`config.mk`:
```
export PLATFORM = sky130hd
export DESIGN_NAME = torreta_uc
export DESIGN_NICKNAME = d
export VERILOG_FILES = /design/src/rtl/torreta_pkg.sv /design/src/rtl/torreta_uc_contador_timeout.sv /design/src/rtl/torreta_uc.sv
export SDC_FILE = /design/constraint.sdc
export NUM_CORES = 1
export LEC_CHECK = 0
export CAP_MARGIN = 10
export CORE_MARGIN = 2
export CORE_UTILIZATION = 48
export CTS_CLUSTER_SIZE = 24
export DETAILED_ROUTE_END_ITERATION = 8
export GPL_ROUTABILITY_DRIVEN = 0
export MAX_ROUTING_LAYER = met4
export PLACE_DENSITY = 0.76
export SYNTH_ARGS = -nofsm -noshare
export SYNTH_HDL_FRONTEND = slang
export SYNTH_SLANG_ARGS = --single-unit
export TNS_END_PERCENT = 30
```
`constraint.sdc`:
```
create_clock -name clock -period 1.93 [get_ports clock]
set_clock_uncertainty 0.1 [all_clocks]
set_input_delay 0.386 -clock clock [delete_from_list [all_inputs] [get_ports clock]]
set_output_delay 0.386 -clock clock [all_outputs]
set_load 0.05 [all_outputs]
```
`src/rtl/torreta_pkg.sv`:
```
// Shared definitions for the turret control unit: state codes, debug width and
// the default magazine capacity.
package torreta_pkg;

    localparam int DB_ESTADO_W        = 4;
    localparam int MUNICAO_MAX_PADRAO = 4;

    typedef enum logic [DB_ESTADO_W-1:0] {
        INICIAL        = 4'd0,
        PREPARA        = 4'd1,
        MEDE           = 4'd2,
        AGUARDA_MEDIDA = 4'd3,
        TIMEOUT        = 4'd4,
        TRANSMITE      = 4'd5,
        AGUARDA_ENVIO  = 4'd6,
        DECIDE         = 4'd7,
        DISPARA        = 4'd8,
        RECARGA        = 4'd9,
        SOMA           = 4'd10,
        SEM_MUNICAO    = 4'd11,
        ESPERA         = 4'd12,
        GIRA           = 4'd13
    } estado_t;

endpackage

```
`src/rtl/torreta_uc_contador_timeout.sv`:
```
// Measurement watchdog: counts while enabled, saturates at CICLOS-1 and
// raises fim there; limpa forces it back to zero.
module contador_timeout #(
    parameter int CICLOS = 16
) (
    input  logic clock,
    input  logic reset,
    input  logic limpa,
    input  logic habilita,
    output logic fim
);

    localparam int W = (CICLOS > 1) ? $clog2(CICLOS) : 1;
    localparam logic [W-1:0] TERMINAL = W'(CICLOS - 1);

    logic [W-1:0] valor;

    always_ff @(posedge clock or negedge reset) begin
        if (!reset) begin
            valor <= '0;
        end else if (limpa) begin
            valor <= '0;
        end else if (habilita && !fim) begin
            valor <= valor + 1'b1;
        end
    end

    assign fim = (valor == TERMINAL);

endmodule

```
`src/rtl/torreta_uc.sv`:
```
// Turret scan-step sequencer (Moore FSM) with the HC-SR04 measurement watchdog.
// Define TORRETA_RECARGA_AUTO_EN to refill an empty magazine instead of flagging sem_municao.
module torreta_uc
    import torreta_pkg::*;
#(
    parameter int TIMEOUT_CICLOS = 2_500_000,
    parameter int MUNICAO_MAX    = MUNICAO_MAX_PADRAO
) (
    input  logic                   clock,
    input  logic                   reset,
    input  logic                   ligar,
    input  logic                   medida_pronto,
    input  logic                   envio_pronto,
    input  logic                   fim_tempo,
    input  logic                   ameaca_detectada,
    input  logic                   fim_disparo,
    input  logic                   fim_recarga,
    input  logic [3:0]             contagem_municao,
    output logic                   zera,
    output logic                   medir,
    output logic                   transmitir,
    output logic                   girar,
    output logic                   soma_municao,
    output logic                   timeout_medicao,
    output logic                   conta,
    output logic                   dispara,
    output logic                   recarrega,
    output logic                   sem_municao,
    output logic [DB_ESTADO_W-1:0] db_estado
);

    estado_t estado;
    estado_t proximo;
    logic    fim_watchdog;
    logic    aguardando;
    logic    municao_cheia;

    assign aguardando = (estado == AGUARDA_MEDIDA);

    contador_timeout #(
        .CICLOS(TIMEOUT_CICLOS)
    ) u_watchdog (
        .clock    (clock),
        .reset    (reset),
        .limpa    (!aguardando),
        .habilita (aguardando),
        .fim      (fim_watchdog)
    );

    // Compared against the count before this SOMA's increment lands.
    assign municao_cheia = (int'(contagem_municao) >= MUNICAO_MAX - 1);

    always_ff @(posedge clock or negedge reset) begin
        if (!reset) begin
            estado <= INICIAL;
        end else begin
            estado <= proximo;
        end
    end

    always_comb begin
        proximo = estado;
        case (estado)
            INICIAL:        if (ligar) proximo = PREPARA;
            PREPARA:        proximo = MEDE;
            MEDE:           proximo = AGUARDA_MEDIDA;
            AGUARDA_MEDIDA: begin
                if (medida_pronto)     proximo = TRANSMITE;
                else if (fim_watchdog) proximo = TIMEOUT;
            end
            TIMEOUT:        proximo = GIRA;
            TRANSMITE:      proximo = AGUARDA_ENVIO;
            AGUARDA_ENVIO:  if (envio_pronto) proximo = DECIDE;
            DECIDE: begin
                if (ameaca_detectada && contagem_municao != 4'd0) begin
                    proximo = DISPARA;
                end else if (ameaca_detectada) begin
`ifdef TORRETA_RECARGA_AUTO_EN
                    proximo = RECARGA;
`else
                    proximo = SEM_MUNICAO;
`endif
                end else begin
                    proximo = ESPERA;
                end
            end
            DISPARA:        if (fim_disparo) proximo = ESPERA;
            RECARGA:        if (fim_recarga) proximo = SOMA;
            SOMA:           proximo = municao_cheia ? ESPERA : RECARGA;
            SEM_MUNICAO:    proximo = ESPERA;
            ESPERA:         if (fim_tempo) proximo = ligar ? GIRA : INICIAL;
            GIRA:           proximo = MEDE;
            default:        proximo = INICIAL;
        endcase
    end

    always_comb begin
        zera            = 1'b0;
        medir           = 1'b0;
        transmitir      = 1'b0;
        girar           = 1'b0;
        soma_municao    = 1'b0;
        timeout_medicao = 1'b0;
        conta           = 1'b0;
        dispara         = 1'b0;
        recarrega       = 1'b0;
        sem_municao     = 1'b0;
        case (estado)
            PREPARA:     zera            = 1'b1;
            MEDE:        medir           = 1'b1;
            TIMEOUT:     timeout_medicao = 1'b1;
            TRANSMITE:   transmitir      = 1'b1;
            DISPARA:     dispara         = 1'b1;
`ifdef TORRETA_RECARGA_AUTO_EN
            RECARGA:     recarrega       = 1'b1;
            SOMA:        soma_municao    = 1'b1;
`endif
            SEM_MUNICAO: sem_municao     = 1'b1;
            ESPERA:      conta           = 1'b1;
            GIRA:        girar           = 1'b1;
            default:     ;
        endcase
    end

    assign db_estado = estado;

endmodule

```
# Word-level counts from Yosys, hierarchy flattened
# Cells that the tools add are included.
[totals]
out_inout_bits = 14
regBits = 26
[op_classes]
n_reduce_logical = 7
eq_ne = 21
muxes = 22
addsub = 1
magnitude_cmp = 1
[op_table]
columns = ["op", "count"]
rows = [
  ["$pmux 4 s13", 1],
  ["$mux 22", 2],
  ["$mux 4", 8],
  ["$eq 4x4->1 const B", 6],
  ["$add 22x1->22 const B", 1],
  ["$eq 22x22->1 const B", 1],
  ["$eq 4x3->1 const B", 4],
  ["$ne 2x2->1 const B", 6],
  ["$mux 3", 3],
  ["$eq 4x2->1 const B", 2],
  ["$mux 1", 8],
  ["$reduce_and 6->1", 1],
  ["$eq 4x1->1 const B", 1],
  ["$ge 4x2->1 const B", 1],
  ["$logic_not 4->1", 1],
  ["$reduce_bool 4->1", 1],
  ["$ne 3x3->1 const B", 1],
  ["$logic_and 1x1->1", 2],
  ["$reduce_or 2->1", 1],
  ["$logic_not 1->1", 1],
]

# Logic depth before layout (Yosys ltp)
[depth]
depth_word = 5
mapped_depth = 7

# By module
# Synthesis repeated with hierarchy kept, for this count alone.
[hier_totals]
cells_unflattened = 200
hier_area_um2 = 1769.2
[modules_own_cells]
columns = ["mod", "cells_each", "seq_area_each_um2", "n_inst", "area_each_um2"]
rows = [
  ["contador_timeout", 134, 550.5, 1, 1248.7],
  ["torreta_uc", 66, 100.1, 1, 520.5],
]

# Least setup slack after synthesis
# No wires, ideal clock.
[synth_timing]
kind = "register -> output"
from = "register estado[1] (netlist: db_estado[1])"
to = "output medir"
setup_slack_ns = -1.299
t_arrival_ns = 2.743
stages_incl_launch_ff = 4
n_path_buf = 2
required_time_ns = 1.444
cell_sequence = "dfrtp_1 > buf_4 > clkbuf_1 > nor4b_1"
[synth_between]
elab_chain_len = 2
[synth_lines]
columns = ["item", "line_no", "text"]
rows = [
  ["start: declaration", "torreta_uc.sv:32", "estado_t estado;"],
  ["start signal: assignment", "torreta_uc.sv:57", "estado <= proximo;"],
  ["$eq 4x2->1", "torreta_uc.sv:108", "case (estado)"],
  ["$mux 1", "torreta_uc.sv:108", ""],
  ["end: declaration", "torreta_uc.sv:20", "output logic medir,"],
]
# Every way passes these cells.

# Worst setup path in the final report
[layout_timing]
from = "register estado[2] (netlist: db_estado[2])"
to = "output dispara"
[layout_between]
elab_chain_len = 2
[layout_lines]
columns = ["item", "line_no", "text"]
rows = [
  ["$eq 4x4->1", "torreta_uc.sv:108", ""],
  ["$mux 1", "torreta_uc.sv:108", ""],
  ["end: declaration", "torreta_uc.sv:26", "output logic dispara,"],
]
# Every way passes these cells.

==> out/qor.csv <==
stage,metric,value,unit
synth,synth.distinct_cells,40,
synth,netlist_instances,183,
synth,netlist_area,1630,um2
setup_path,path_max_fanout,5,
cts,cts_sinks,26,
detailed_routing,wl,4470,um
final_layout,design_area,2440,um2
timing,setup_viol,1,
floorplan,io_pins,27,
setup_path,crit_required,1440,ps
detailed_routing,drc_errors,0,
final_layout,n_fill_cell,235,
cts,htree_num_levels,1,
pwr,power_leakage,0.974,nW
cts,cts_buffers,3,
synth,synth_seq_area_share,0.399,
final_layout,drive_above_1_share,0.364,
timing,min_period,1930,ps
setup_path,crit_chain,nand2b_1 > buf_4 > nor3_4 > buf_12,
setup_path,r2r_slack,40,ps
placement,dp_hpwl,3080,um
global_route,grt_pass1_vias,1526,
placement,dpl_cell_area,2180,um2
floorplan,num_rows,21,
setup_path,rr_startpoint,u_watchdog.valor[15]$_DFFE_PN0P_,
hold_path,min_path_type,in -> async,
synth,synth_area_per_cell,8.92,um2
global_route,antenna_found_initial,0,
detailed_routing,vias,1585,
final_layout,multi_input_area,1070,um2
final_layout,antenna_cells,0,
setup_path,max_stage_delay,460,ps
cts,cts_tree,done,
detailed_routing,ant_nets,0,
setup_path,critPathTopFamily,flip-flops,
setup_path,rr_worst_depth,6,
final_layout,layout_commonest_cell,buf_4,
cts,cts_buffer_depth,2,
setup_path,crit_arrival,1450,ps
flow_run,maxCapViolCount,0,
setup_path,critPathKind,reg -> out,
setup_path,r2r-end,db_estado[1]$_DFFE_PN0P_,
floorplan,die_y,62.3,um
final_layout,nNetsFinal,246,
timing,rsz0062_at_grt,yes,
detailed_routing,drt-initial-drc-count,140,
timing,fmax,0.518,GHz
timing,min_period_over_period,1.00,
timing,final_max_slew_viol_count,0,
floorplan,die_area,3880,um2
detailed_routing,wl_per_cell,16.1,um
synth,synth_flop_cell,dfrtp_1,
outcome,outcome,"finished, violations left",
global_route,overflow,0,
setup_path,cp_slowest_cell,dfrtp_2,
final_layout,final_cell_mix,"buf_4 (28), nor2_1 (23), dfrtp_1 (18), clkdlybuf4s50_1 (12), buf_12 (12)",
pwr,total_power,0.00283,W
pwr,peakVddDrop,0.935,mV
global_route,grt_max_degree,27,
setup_path,startpoint_type,flip-flop,
synth,ys_warn_count,0,
final_layout,ff_latch_area,661,um2
detailed_routing,vias_per_cell,5.72,
setup_path,critPathCaptureType,output pin,
cts,path_clk_slew,150,ps
timing,hold_viol_final,0,
setup_path,cp.buffers_inverters,2,
synth,ys_ff_latch,26,
global_route,track_usage,0.224,
cts,clock_latency,330,ps
placement,port_buffers,24,
final_layout,area_growth,49.6,%
timing,setup_ws,-2.09,ps
synth,synth_edf_count,0,
floorplan,dieWidth,62.3,um
detailed_routing,firstDrtPassIters,4,
floorplan,fp.coreArea,3310,um2
pwr,powerDensity,1160,nW/um2
outcome,violations,negative setup slack,
synth,ys_async_sr_fraction,1.00,
cts,clock_tree.root_cell,clkbuf_4,
global_route,grt_first_pass_wirelength,6880,um
floorplan,start_util,0.493,
[worst reg2reg max path, stage by stage, from the launching register on]
cell,delay (ps)
dfrtp_2,450
nor4b_4,350
nand2_2,120
nor3_4,270
o31ai_4,130
buf_4,150
o22a_1,200
[through the flow]
step           utilization  setup slack [ps]  std cells  hold slack [ps]  setup TNS (ps)
2_1_floorplan            -              -170        184            -9.59           -1150
4_1_cts              0.689             -24.6        269              324           -32.5
3_5_place_dp         0.658              -249        261              418            -842
3_3_place_gp         0.658              -178        261              418            -581
6_report             0.737             -2.09        277              310           -2.09
5_1_grt              0.737             -65.8        277              329            -298
[cells in the mapped netlist (2+ instances only)]
| cell | instances | area, um2 |
|---|---|---|
| a211oi_1 | 3 | 22.5 |
| a21oi_1 | 9 | 45.0 |
| and2_1 | 2 | 12.5 |
| and3_1 | 4 | 25.0 |
| and4_1 | 2 | 17.5 |
| buf_2 | 4 | 20.0 |
| buf_4 | 4 | 30.0 |
| clkbuf_1 | 4 | 15.0 |
| dfrtp_1 | 26 | 651 |
| inv_1 | 4 | 15.0 |
| mux2_4 | 2 | 30.0 |
| mux2i_1 | 2 | 20.0 |
| nand2_1 | 10 | 37.5 |
| nand2_2 | 2 | 12.5 |
| nand2b_1 | 3 | 18.8 |
| nand3_1 | 9 | 45.0 |
| nand4_1 | 4 | 25.0 |
| nor2_1 | 26 | 97.6 |
| nor2b_1 | 2 | 12.5 |
| nor3_1 | 9 | 45.0 |
| nor3b_1 | 3 | 22.5 |
| nor4b_1 | 2 | 17.5 |
| nor4b_2 | 2 | 30.0 |
| o21ai_0 | 9 | 45.0 |
| or3_1 | 7 | 43.8 |
| xnor2_1 | 8 | 70.1 |
| xor2_1 | 8 | 70.1 |
[flip-flops by register name, summed over array words and instances (netlist names)]
name / cells
db_estado: 4
u_watchdog.valor: 22
[what timing repair did]
item,in CTS,in global routing
setup buffers,5,8
hold buffers,0,0
gates resized for setup,8,22
setup endpoints to repair,5,17
pin swaps,2,4
cloned,0,0
[area by class of cell]
class | count | area share
Inverter | 4 | 0.00615
Tap cell | 46 | 0.0236
Multi-Input combinational cell | 142 | 0.437
Clock buffer | 4 | 0.0149
Sequential cell | 26 | 0.271
Timing Repair Buffer | 55 | 0.248
[metal layers]
metal,global-route usage,routed length (um)
met1,0.269,1730
met2,0.409,2340
met3,0.0272,212
met4,0.0417,186
met5,-,0
[power by group]
part	total [W]	switching, W	internal (W)
Combinational	0.00187	0.000968	0.000899
Clock	0.000279	0.000164	0.000115
Sequential	0.000679	0.0000741	0.000605
[logic make-up after synthesis]
logic type / after synthesis / share of synthesized area
simple gates: 90 / 0.305
compound gates: 29 / 0.120
flops: 26 / 0.399
xor+xnor: 16 / 0.0859
buf+inv: 16 / 0.0491
mux: 4 / 0.0307
fa+ha+maj: 1 / 0.00767
other cells: 1 / 0.00230
[how the worst max path moves through the flow]
stage / slack (ps) / cells past startpoint / to / from
final: -2 / 4 / dispara / db_estado[2]$_DFFE_PN0P_
after floorplan: -170 / 5 / db_estado[2]$_DFFE_PN0P_ / db_estado[0]$_DFFE_PN0P_
after global routing: -70 / 4 / dispara / db_estado[2]$_DFFE_PN0P_
after global placement: -180 / 6 / db_estado[2]$_DFFE_PN0P_ / ligar
after CTS: -20 / 3 / medir / db_estado[2]$_DFFE_PN0P_
after detailed placement: -250 / 6 / db_estado[3]$_DFFE_PN0P_ / ligar
No activity file was read; power rests on OpenSTA's default activity.
